--- src/rtl/diagonal_coord_tag.sv ---
// Tags a diagonal-ordered sample stream with (x,y,z,t) coordinates and a computed last flag.
// Optional COORD_CHECK_EN adds a sticky err_last output comparing input last against the computed one.
module diagonal_coord_tag #(
  parameter int MAX_X_WIDTH = 10,
  parameter int MAX_Y_WIDTH = 8,
  parameter int MAX_Z_WIDTH = 9,
  parameter int MAX_T_WIDTH = 18,
  parameter int DATA_WIDTH  = 16
) (
  input  logic                   clk,
  input  logic                   rst,
  input  logic [MAX_X_WIDTH-1:0] cfg_max_x,
  input  logic [MAX_Y_WIDTH-1:0] cfg_max_y,
  input  logic [MAX_Z_WIDTH-1:0] cfg_max_z,
  input  logic [MAX_T_WIDTH-1:0] cfg_max_t,
  input  logic [DATA_WIDTH-1:0]  axis_input_d,
  input  logic [5:0]             axis_input_flags,
  input  logic                   axis_input_last,
  input  logic                   axis_input_valid,
  output logic                   axis_input_ready,
  output logic [DATA_WIDTH-1:0]  axis_output_d,
  output logic [5:0]             axis_output_flags,
  output logic [MAX_X_WIDTH-1:0] axis_output_x,
  output logic [MAX_Y_WIDTH-1:0] axis_output_y,
  output logic [MAX_Z_WIDTH-1:0] axis_output_z,
  output logic [MAX_T_WIDTH-1:0] axis_output_t,
  output logic                   axis_output_diag_first,
  output logic                   axis_output_last,
  output logic                   axis_output_valid,
  input  logic                   axis_output_ready,
  output logic                   finished
`ifdef COORD_CHECK_EN
  ,
  output logic                   err_last
`endif
);

  typedef enum logic [1:0] {IDLE, RUN, DONE} state_t;
  state_t state_q, state_d;

  logic [MAX_Z_WIDTH-1:0] z_q, z_d, zs_q, zs_d;
  logic [MAX_T_WIDTH-1:0] t_q, t_d, st_q, st_d;
  logic [MAX_X_WIDTH-1:0] x_q, x_d, sx_q, sx_d, x_inc, sx_inc;
  logic [MAX_Y_WIDTH-1:0] y_q, y_d, sy_q, sy_d, y_inc, sy_inc;
  logic first_q, first_d;
  logic in_hs, out_hs, diag_end, tag_last;

  // cfg_max_y only bounds the frame implicitly through cfg_max_t.
  logic unused_cfg;
  assign unused_cfg = ^cfg_max_y;

  assign finished         = (state_q == DONE);
  assign axis_input_ready = rst && !finished && (!axis_output_valid || axis_output_ready);
  assign in_hs            = axis_input_valid && axis_input_ready;
  assign out_hs           = axis_output_valid && axis_output_ready;
  assign diag_end         = (z_q == '0) || (t_q == cfg_max_t);
  assign tag_last         = (z_q == cfg_max_z) && (t_q == cfg_max_t);

  // t+1 as a raster step: wrap x at max_x and carry into y.
  assign x_inc  = (x_q == cfg_max_x)  ? '0 : x_q + 1'b1;
  assign y_inc  = (x_q == cfg_max_x)  ? y_q + 1'b1 : y_q;
  assign sx_inc = (sx_q == cfg_max_x) ? '0 : sx_q + 1'b1;
  assign sy_inc = (sx_q == cfg_max_x) ? sy_q + 1'b1 : sy_q;

  always_comb begin
    state_d = state_q;
    case (state_q)
      IDLE:    if (in_hs) state_d = RUN;
      RUN:     if (out_hs && axis_output_last) state_d = DONE;
      default: state_d = DONE;
    endcase
  end

  // Registers hold the tag for the next accepted sample; zs is the start z of the current diagonal.
  always_comb begin
    z_d = z_q; t_d = t_q; x_d = x_q; y_d = y_q;
    zs_d = zs_q; st_d = st_q; sx_d = sx_q; sy_d = sy_q;
    first_d = first_q;
    if (in_hs) begin
      first_d = diag_end;
      if (!diag_end) begin
        z_d = z_q - 1'b1; t_d = t_q + 1'b1; x_d = x_inc; y_d = y_inc;
      end else if (zs_q != cfg_max_z) begin
        zs_d = zs_q + 1'b1; z_d = zs_q + 1'b1;
        t_d = '0; x_d = '0; y_d = '0; st_d = '0; sx_d = '0; sy_d = '0;
      end else begin
        z_d = cfg_max_z;
        st_d = st_q + 1'b1; sx_d = sx_inc; sy_d = sy_inc;
        t_d = st_q + 1'b1;  x_d = sx_inc;  y_d = sy_inc;
      end
    end
  end

  always_ff @(posedge clk or negedge rst) begin
    if (!rst) begin
      state_q <= IDLE;
      z_q <= '0; t_q <= '0; x_q <= '0; y_q <= '0;
      zs_q <= '0; st_q <= '0; sx_q <= '0; sy_q <= '0;
      first_q <= 1'b1;
      axis_output_valid <= 1'b0;
      axis_output_d <= '0; axis_output_flags <= '0;
      axis_output_x <= '0; axis_output_y <= '0; axis_output_z <= '0; axis_output_t <= '0;
      axis_output_diag_first <= 1'b0; axis_output_last <= 1'b0;
    end else begin
      state_q <= state_d;
      z_q <= z_d; t_q <= t_d; x_q <= x_d; y_q <= y_d;
      zs_q <= zs_d; st_q <= st_d; sx_q <= sx_d; sy_q <= sy_d;
      first_q <= first_d;
      if (in_hs) begin
        axis_output_valid      <= 1'b1;
        axis_output_d          <= axis_input_d;
        axis_output_flags      <= axis_input_flags;
        axis_output_x          <= x_q;
        axis_output_y          <= y_q;
        axis_output_z          <= z_q;
        axis_output_t          <= t_q;
        axis_output_diag_first <= first_q;
        axis_output_last       <= tag_last;
      end else if (axis_output_ready) begin
        axis_output_valid <= 1'b0;
      end
    end
  end

`ifdef COORD_CHECK_EN
  always_ff @(posedge clk or negedge rst) begin
    if (!rst)                                      err_last <= 1'b0;
    else if (in_hs && (axis_input_last != tag_last)) err_last <= 1'b1;
  end
`else
  logic unused_last;
  assign unused_last = axis_input_last;
`endif

endmodule

--- config.mk ---
export PLATFORM = sky130hd
export DESIGN_NAME = diagonal_coord_tag
export DESIGN_NICKNAME = d
export VERILOG_FILES = /design/src/rtl/diagonal_coord_tag.sv
export SDC_FILE = /design/constraint.sdc
export NUM_CORES = 1
export LEC_CHECK = 0
export BUFFER_PORTS_ARGS = -buffer_cell sky130_fd_sc_hd__buf_2
export CAP_MARGIN = 20
export CORE_MARGIN = 2
export CORE_UTILIZATION = 40
export DETAILED_ROUTE_END_ITERATION = 8
export PLACE_DENSITY_LB_ADDON = 0.2
export RECOVER_POWER = 50
export SLEW_MARGIN = 25
export SYNTH_ARGS = -nofsm -noshare
export SYNTH_HDL_FRONTEND = slang
export SYNTH_SLANG_ARGS = --single-unit
--- constraint.sdc ---
create_clock -name clk -period 2.62 [get_ports clk]
set_input_delay 0.131 -clock clk [delete_from_list [all_inputs] [get_ports clk]]
set_output_delay 0.131 -clock clk [all_outputs]
set_load 0.005 [all_outputs]
==> metrics, run 1 <==
status=finished, violations left; failing checks=capacitance limit, slew limit; maximum clock frequency=404.0 MHz; max_cap viols=1; wire length on met2=between 10 and 15 mm; die area=about 0.023 mm2; crit start category=register; TritonCTS clock tree=done; PD cells=671.1 mW/mm2; worst skew pair latency=0.43 ns; top routing layer in use=met4; Crit Path Class=register to register; Avg Cell Area, Syn=8.720 um2; Synth Net Count=1079; Worst-path clk slew=0.07 ns; Num Clock Sinks=163; final setup vio count=0; share of post-route cells with drive strength above 1=0.1586; WP data arrival=2.79 ns; Synth area leader=dfrtp_1; Slew HR=-0.03625; routed wire length per instance=16.03 um; largest net degree at the start of global routing=71; final net count=between 1k and 1.5k; Async SR Flop Fraction=1.000; initial DRC count=636; most used flip-flop cell after synthesis=dfrtp_1; drt drc=0; Hold WC Path Type=primary input to register; crit-path most repeated cell=buf_4; sequential element share of the synthesized area=0.4684; total global routing overflow=0; Ant. Diodes=0; met1 WL=11.83 mm; CP max-delay cell=or4_4; hpwl dp=approximately 17 mm; area share of the largest cell type after synthesis=0.4654; top-count cell post-synth=nand2_1; Num CTS Buffers=17; min-delay src=cfg_max_z[0]; YS warnings=0; Die H=151.6 um; Hold Path End=z_q[0]; unrepaired setup endpoints after global routing=no; top post-synthesis cells by count=nand2_1 (263), dfrtp_1 (162), xnor2_1 (63); final hold violations=0; # fillers=2054; max incr delay on CP=between 0.4 and 0.5 ns; DR pass1 iterations=5; vias in the first global route=6961; Leak=~5.1 nW; register bit total from synthesis=163; Yosys cell types=58; vias=7498; WP data required=around 2.9 ns; Row Count=53; initial antenna violation count=0; Antenna Violating Nets Remaining=0; final number of max-transition violations=71; Total GRT Usage=0.2085; CP delay by family, top=simple AND/OR/NAND/NOR gates; Initial Util=0.4105; WL final=between 20 and 25 mm; worst reg-to-reg setup slack=0.15 ns; Max IR drop VDD=336.9 uV; crit-path max FO=15; Tmin final=2.475 ns; Max Clock Skew=about 0.011 ns; H-Tree Depth=4; post-route clock period utilization=0.9447; port buffer count=between 100 and 150; Worst Tran Pin Value=1.554 ns; first-pass GRT wire length=37.58 mm; post-place setup slack=around 0.035 ns; DR vias/cell=5.111; Register-to-Register Path Depth=11; CTS max path bufs=2; CTS root buf=clkbuf_16; I/O pin cnt=144; top cells by area, synth=dfrtp_1 (47%), nand2_1 (11%), xnor2_1 (6.3%); Netlist Area Pre-Place=0.008711 mm2; cells along the critical path=inv_1 -> ha_1 -> nor2b_4 -> nand2_1 -> or4_4 -> o31a_2 -> buf_4 -> buf_4 -> a211oi_1 -> a31oi_1 -> o22a_1; Setup WS post-layout=about 0.15 ns; setup_tns=0 ns; WL met3=1.131 mm; worst path bufs/invs=3; Final Instance Count excl. Fillers=about 1.5k; area delta synth->final=23.81%; Pwr Total=roughly 7.2 mW; EDFF count, synth=0; worst reg2reg startpoint=z_q[0]; Worst Hold Path Cells=5; Setup crit end kind=register; Cells after Synth=999; GP Congestion=0.8521; reg-to-reg endpoint=z_q[7]; core area=about 0.021 mm2; Die Width=151.6 um; placed cells=roughly 1.4k
per-stage QoR:
step | util | area (um2) | hold slack (ns)
global placement | 0.4706 | 9987 | -0.05417
floorplan | - | 8711 | -0.1646
detailed placement | 0.4706 | 9987 | -0.05465
global route | 0.5083 | 10790 | 0.1610
CTS | 0.5110 | 10840 | 0.05299
finish | 0.5083 | 10790 | 0.1564
per-layer routing:
metal  vias to the layer above  GRT usage
li1                       3768          -
met1                      3541     0.3175
met2                       170     0.3079
met3                        19    0.03713
met4                         0    0.04861
met5                         -          0
power breakdown:
group | internal [mW] | switching [mW] | total [mW] | leakage (nW)
Clock | 1.48 | 1.14 | 2.62 | 0.306
Combinational | 0.677 | 0.781 | 1.46 | 2.61
Sequential | 2.87 | 0.288 | 3.16 | 2.16
Total | 5.03 | 2.21 | 7.24 | 5.08
final cells by class:
cell class / count / area, um2 / area share
Multi-Input combinational cell: 765 / 4377 / 0.4058
Sequential cell: 163 / 4080 / 0.3783
Timing Repair Buffer: 219 / 1319 / 0.1223
Clock buffer: 18 / 439.2 / 0.04072
Tap cell: 275 / 344.1 / 0.03190
Clock inverter: 14 / 177.7 / 0.01647
Inverter: 13 / 48.80 / 0.004524
cell usage in the layout (no fill, tap or decap), drive strengths merged, types with 18 or more instances in the layout:
cell	n
clkbuf	80
and3	20
buf	133
dlygate4sd3	24
a21oi	42
dfrtp	162
nand4	19
xnor2	63
nand3	36
inv	23
o21ai	66
nand2	263
nor3	19
o31ai	18
nor2	50
xor2	48
flip-flops by register name (all words and copies together) (netlist names), 2 cells and up:
signal,flops
y_q,8
zs_q,9
axis_output_y,8
sy_q,8
axis_output_z,9
st_q,18
z_q,9
sx_q,10
axis_output_d,16
axis_output_x,10
t_q,18
axis_output_flags,6
axis_output_t,18
x_q,10
state_q,2
kinds of logic after synthesis:
| logic type | count (synthesis) | share of synthesized area |
|---|---|---|
| AO/OA/AOI/OAI | 179 | 0.1268 |
| XOR/XNOR | 111 | 0.1116 |
| adder cells (fa/ha/maj) | 8 | 0.01149 |
| buffers and inverters | 71 | 0.03390 |
| flip-flops | 163 | 0.4684 |
| multiplexers | 7 | 0.008761 |
| AND/OR/NAND/NOR | 460 | 0.2390 |
worst min-delay path, stage by stage:
cell and delay [ns]:
buf_2 0.12, nand2_1 0.06, o211ai_1 0.08, o211ai_1 0.08, o21ai_0 0.07
worst max-delay path by stage:
stage / from / endpoint / slack (ns) / depth (start not counted)
final: z_q[0] / z_q[7] / 0.15 / 11
after global routing: z_q[0] / z_q[7] / 0.005 / 11
after CTS: z_q[0] / sx_q[7] / 0.008 / 9
after detailed placement: z_q[1] / sx_q[7] / 0.03 / 9
after global placement: z_q[0] / sx_q[5] / 0.08 / 9
after floorplan: z_q[0] / sx_q[5] / 0.23 / 10
what timing repair did:
action | in CTS | in global routing
buffers inserted | 0 | 0
endpoints found under the hold margin | 70 | 0
endpoints found under the setup margin | 0 | 31
gates resized for setup | 0 | 6
hold buffers | 24 | 0
No activity file was read; power rests on OpenSTA's default activity.
==> inputs of run 2 (changes only) <==
==> constraint.sdc (replaced) <==
create_clock -name clk -period 2.62 [get_ports clk]
set_input_delay 0.131 -clock clk [delete_from_list [all_inputs] [get_ports clk]]
set_output_delay 0.131 -clock clk [all_outputs]
set_load 0.1 [all_outputs]
==> run 2 against run 1 <==
Net effect: the flow still finishes with violations (capacitance limit, slew limit); largest cell class unchanged; flip-flop and latch count is the same; die area did not move; routed wire length fell by 2.9%; sequential share of layout area shrank 0.11 points; count of clock-buffer cells in the layout stayed put; via count rose by 0.65%; cell area increased by 0.33%.
==> metrics, run 2 (synthesis results as in run 1) <==
status=finished, violations left; failing checks=capacitance limit, slew limit; TritonCTS clock tree=done; CTS max path bufs=2 (unchanged); GP Congestion=0.8520 (about the same); vias in the first global route=7053 (+1.3%); total global routing overflow=0 (unchanged); port buffer count=134 (unchanged); Final Instance Count excl. Fillers=1462 (-0.34%); worst skew pair latency=0.44 ns (about the same); WP data required=2.95 ns (+0.02 ns); Max IR drop VDD=355.6 uV (+5.5%); I/O pin cnt=144 (unchanged); Initial Util=0.4105 (unchanged); final number of max-transition violations=145 (+100%); initial DRC count=465 (-27%); CP delay by family, top=simple AND/OR/NAND/NOR gates; initial antenna violation count=0 (unchanged); crit start category=register; placed cells=1406 (-0.35%); die area=0.02297 mm2 (unchanged); vias=7547 (+0.65%); core area=0.02122 mm2 (unchanged); Leak=5.213 nW (+2.6%); CTS root buf=clkbuf_16; Crit Path Class=register to register; final hold violations=0 (unchanged); Worst Tran Pin Value=1.863 ns (+0.3085 ns); maximum clock frequency=405.9 MHz (+0.47%); PD cells=792.5 mW/mm2 (+18%); Num CTS Buffers=17 (unchanged); Max Clock Skew=0.01370 ns (+0.002782 ns); drt drc=0 (unchanged); Antenna Violating Nets Remaining=0 (unchanged); area delta synth->final=24.22%; Total GRT Usage=0.2027 (-0.005850); biggest regs=axis_output_t: 18 flops, st_q: 18 flops, t_q: 18 flops; DR vias/cell=5.162 (+1.0%); # Post-CTS Setup Buffers=0 (unchanged); post-route clock period utilization=0.9402 (-0.004428); crit-path most repeated cell=nand2_1; Hold WC Path Type=primary input to async pin; WL final=22.84 mm (-2.9%); commonest non-fill, non-tap cell in the layout=nand2_1; final net count=1254 (-0.40%); crit-path max FO=15 (unchanged); Die Width=151.6 um (unchanged); Setup crit end kind=register; H-Tree Depth=4 (unchanged); Worst-path clk slew=0.07 ns (about the same); routed wire length per instance=15.62 um (-2.5%); largest net degree at the start of global routing=145 (+100%); Slew HR=-0.2419 (-0.2057); Num Clock Sinks=163 (unchanged); worst path bufs/invs=3 (unchanged); WP data arrival=2.79 ns (about the same); cells along the critical path=inv_1 -> ha_1 -> nor2b_2 -> nand2_1 -> or4_4 -> o31a_4 -> buf_12 -> nor2_4 -> nand2_1 -> buf_4 -> o41ai_4; unrepaired setup endpoints after global routing=yes; most frequent cells in the layout=nand2_1 (262), dfrtp_1 (161), buf_2 (100), xnor2_1 (63), buf_4 (52); hold slack=0.08236 ns (-0.07408 ns); max_cap viols=1 (unchanged); # fillers=1988 (-3.2%); final setup vio count=0 (unchanged); CP max-delay cell=or4_4; Tmin final=2.463 ns (-0.01160 ns); max incr delay on CP=0.46 ns (+0.02 ns); share of post-route cells with drive strength above 1=0.1820 (+0.02341); Ant. Diodes=0 (unchanged); Die H=151.6 um (unchanged); DR pass1 iterations=5 (unchanged); first-pass GRT wire length=36.67 mm (-2.4%); hpwl dp=15.98 mm (-3.3%); Row Count=53 (unchanged)
[run 2: cell types whose count changed in the layout (fill, tap and decap cells not counted), sizes merged]
cell and change:
buf +24, bufinv -1, clkbuf -29, clkinvlp +1
[run 2: area by class of cell]
type | instances | area [um2] | area share
repair buffers | 214 | 1338 | 0.1236
clock buffers | 18 | 439.2 | 0.04059
clock inverters | 14 | 158.9 | 0.01469
multi-input cells | 765 | 4410 | 0.4076
flip-flops and latches | 163 | 4081 | 0.3772
well taps | 275 | 344.1 | 0.03180
inverters | 13 | 48.80 | 0.004510
[run 2: path summary, 6_finish.rpt]
path / startpoint / to / cells past startpoint / slack [ns]
worst max-delay path: z_q[0] / sy_q[4] / 11 / 0.16
worst min-delay path: rst / zs_q[2] / 2 / 0.08
worst max register to register: z_q[0] / sy_q[4] / 11 / 0.16
worst min register to register: first_q / first_q / 2 / 0.46
max in group asynchronous: rst / st_q[2] / 3 / 0.42
min in group clk: cfg_max_z[8] / z_q[8] / 4 / 0.14
[run 2: per-layer routing]
metal | GRT usage | wire [um]
met5 | 0 | 0
met4 | 0.05463 | 265
met3 | 0.03982 | 1481
met2 | 0.2928 | 9798
met1 | 0.3087 | 11290
[run 2: through the flow]
| step | setup TNS, ns | utilization | instance area, um2 | total power, mW | setup WS, ns |
|---|---|---|---|---|---|
| 3_5_place_dp | 0 | 0.4700 | 9973 | 6.073 | 0.05805 |
| 3_3_place_gp | 0 | 0.4700 | 9973 | 6.052 | 0.08507 |
| 6_report | 0 | 0.5099 | 10820 | 8.575 | 0.1566 |
| 2_1_floorplan | 0 | - | 8717 | 5.332 | 0.1805 |
| 4_1_cts | 0 | 0.5095 | 10810 | 8.665 | 0.03852 |
| 5_1_grt | -0.04081 | 0.5099 | 10820 | 9.017 | -0.02890 |
[run 2: where the power goes]
group / leakage, nW / switching (mW) / internal [mW]
Clock: 0.295 / 1.16 / 1.39
Sequential: 2.16 / 0.279 / 2.87
Combinational: 2.76 / 2.21 / 0.678
Total: 5.21 / 3.64 / 4.93
[run 2: timing repair]
action                                  4_1_cts  5_1_grt
gates resized for setup                       0       10
hold buffers                                 24        0
endpoints found under the hold margin        43        0
endpoints found under the setup margin        0       39
[run 2: worst reg2reg max path, delay by kind of cell (launching register included)]
kind,cells,cell delay (ns)
and+or+nand+nor,5,0.90
AOI/OAI and AO/OA,2,0.51
buffers and inverters,3,0.42
DFF,1,0.38
adders and majority gates,1,0.16
==> inputs of run 3 (changes only) <==
CTS_CLUSTER_SIZE = 30   (was default)
PLACE_DENSITY = 0.66   (was default)
PLACE_DENSITY_LB_ADDON = default   (was 0.2)
==> run 3 against run 2 <==
Net effect: the run now ends clean; power up 2.3%; global-route usage is 0.37 points higher; die area unchanged; clock power increased by 7%; register-to-register slack got worse by 0.03 ns; first-iteration DRC count grew 33%; sequential power hardly changed; cell area grew 0.47%; sequential share of layout area down 0.18 points; via count up 1.4%; non-clock buffer count up 8; combinational power barely moved; critical path type unchanged; largest cell class unchanged; largest power group unchanged.
==> metrics, run 3 (synthesis results as in run 1) <==
Final Instance Count excl. Fillers=1470 (+0.55%); maximum clock frequency=400.6 MHz (-1.3%); hold slack=0.1394 ns (+0.05704 ns); worst skew pair latency=0.43 ns (about the same); Total GRT Usage=0.2064 (+0.003748); final instance area=0.01087 mm2 (+0.47%); placed cells=1414 (+0.57%); first-pass GRT wire length=37.55 mm (+2.4%); initial antenna violation count=0 (unchanged); Ant. Diodes=0 (unchanged); Antenna Violating Nets Remaining=0 (unchanged); port buffer count=134 (unchanged); WL final=23.16 mm (+1.4%); final number of max-transition violations=0 (-100%); final net count=1262 (+0.64%); crit-path max FO=11 (-4); area delta synth->final=24.81%; die area=0.02297 mm2 (unchanged); vias=7653 (+1.4%); routed wire length per instance=15.75 um (+0.84%); # fillers=1977 (-0.55%); Worst-path clk slew=0.06 ns (about the same); Num Clock Sinks=163 (unchanged); Row Count=53 (unchanged); Max IR drop VDD=390.8 uV (+9.9%); DR pass1 iterations=5 (unchanged); CTS root buf=clkbuf_16; Crit. Startpoint=t_q[17]; Slew HR=0.1904 (+0.4323); largest net degree at the start of global routing=123 (-15%); vias in the first global route=7216 (+2.3%); worst reg2reg startpoint=t_q[17]; WP data required=2.96 ns (about the same); reg-to-reg endpoint=y_q[1]; worst reg-to-reg setup slack=0.12 ns (-0.03 ns); Leak=5.085 nW (-2.5%); WP data arrival=2.84 ns (+0.05 ns); Register-to-Register Path Depth=10 (-1); TritonCTS clock tree=done; most frequent cells in the layout=nand2_1 (261), dfrtp_1 (161), clkbuf_1 (71), xnor2_1 (63), buf_2 (63); initial DRC count=617 (+33%); PD cells=806.6 mW/mm2 (+1.8%); Worst Tran Pin Value=1.220 ns (-0.6433 ns); share of post-route cells with drive strength above 1=0.1582 (-0.02381); CTS max path bufs=2 (unchanged); core area=0.02122 mm2 (unchanged); total global routing overflow=0 (unchanged); H-Tree Depth=4 (unchanged); biggest regs=axis_output_t: 18 flops, st_q: 18 flops, t_q: 18 flops; Setup crit end kind=register; final core utilization=0.5123 (+0.002417); Placement Cell Area=0.01002 mm2 (+0.46%); final setup vio count=0 (unchanged); Tmin final=2.496 ns (+0.03281 ns); Initial Util=0.4105 (unchanged); drt drc=0 (unchanged); max_cap viols=0 (-1); post-route clock period utilization=0.9528 (+0.01252); # Post-CTS Setup Buffers=0 (unchanged); post-place setup slack=0.04236 ns (-0.01569 ns); Max Clock Skew=0.009838 ns (-0.003866 ns); GP Congestion=0.8463 (-0.67%); Die H=151.6 um (unchanged); Num CTS Buffers=17 (unchanged); Crit Path Class=register to register; final hold violations=0 (unchanged); I/O pin cnt=144 (unchanged); setup_tns=0 ns (unchanged); Setup WS post-layout=0.1238 ns (-0.03281 ns); crit start category=register; status=complete, no violations; commonest non-fill, non-tap cell in the layout=nand2_1; DR vias/cell=5.206 (+0.85%); Die Width=151.6 um (unchanged); unrepaired setup endpoints after global routing=yes; worst setup path endpoint=y_q[1]; Pwr Total=8.769 mW (+2.3%); hpwl dp=16.08 mm (+0.58%); Hold WC Path Type=primary input to register
[run 3: repair_timing]
action,in CTS,in global routing
setup endpoints to repair,0,73
hold endpoints to repair,64,0
hold buffers,24,0
gates resized for setup,0,13
[run 3: power breakdown]
| group | switching [mW] | total, mW | internal, mW |
|---|---|---|---|
| sequential | 0.280 | 3.15 | 2.87 |
| combinational | 2.23 | 2.90 | 0.670 |
| clock | 1.09 | 2.72 | 1.62 |
[run 3: cell type report]
| cell class | count | area, um2 | area share |
|---|---|---|---|
| Multi-Input combinational cell | 765 | 4413 | 0.4059 |
| Sequential cell | 163 | 4081 | 0.3754 |
| Timing Repair Buffer | 222 | 1341 | 0.1234 |
| Clock buffer | 17 | 425.4 | 0.03913 |
| Tap cell | 275 | 344.1 | 0.03165 |
| Clock inverter | 15 | 217.7 | 0.02003 |
| Inverter | 13 | 48.80 | 0.004488 |
[run 3: how the worst min path moves through the flow]
stage          slack [ns]         start               end  depth (start not counted)
2_1_floorplan       -0.16           rst  axis_output_d[0]                          0
3_3_place_gp         0.26           rst           zs_q[2]                          2
3_5_place_dp         0.27           rst           zs_q[2]                          2
4_1_cts              0.12  cfg_max_z[8]            z_q[8]                          4
5_1_grt              0.17  cfg_max_z[8]            z_q[8]                          4
6_report             0.14  cfg_max_z[8]            z_q[8]                          4
[run 3: worst max-delay path, stage by stage (launching register included)]
cell and delay (ns):
dfrtp_1 0.43, xor2_1 0.17, nor4_1 0.31, nand3_2 0.19
buf_4 0.19, o31ai_4 0.33, buf_6 0.21, o21a_1 0.22
buf_4 0.18, nor2_1 0.05, a31oi_1 0.13
[run 3: routing by layer]
metal | global-route usage | share of wire | up-vias
li1 | - | - | 3790
met1 | 0.2938 | 0.47 | 3656
met2 | 0.3267 | 0.47 | 184
met3 | 0.03263 | 0.049 | 23
met4 | 0.05972 | 0.014 | 0
met5 | 0 | 0 | -
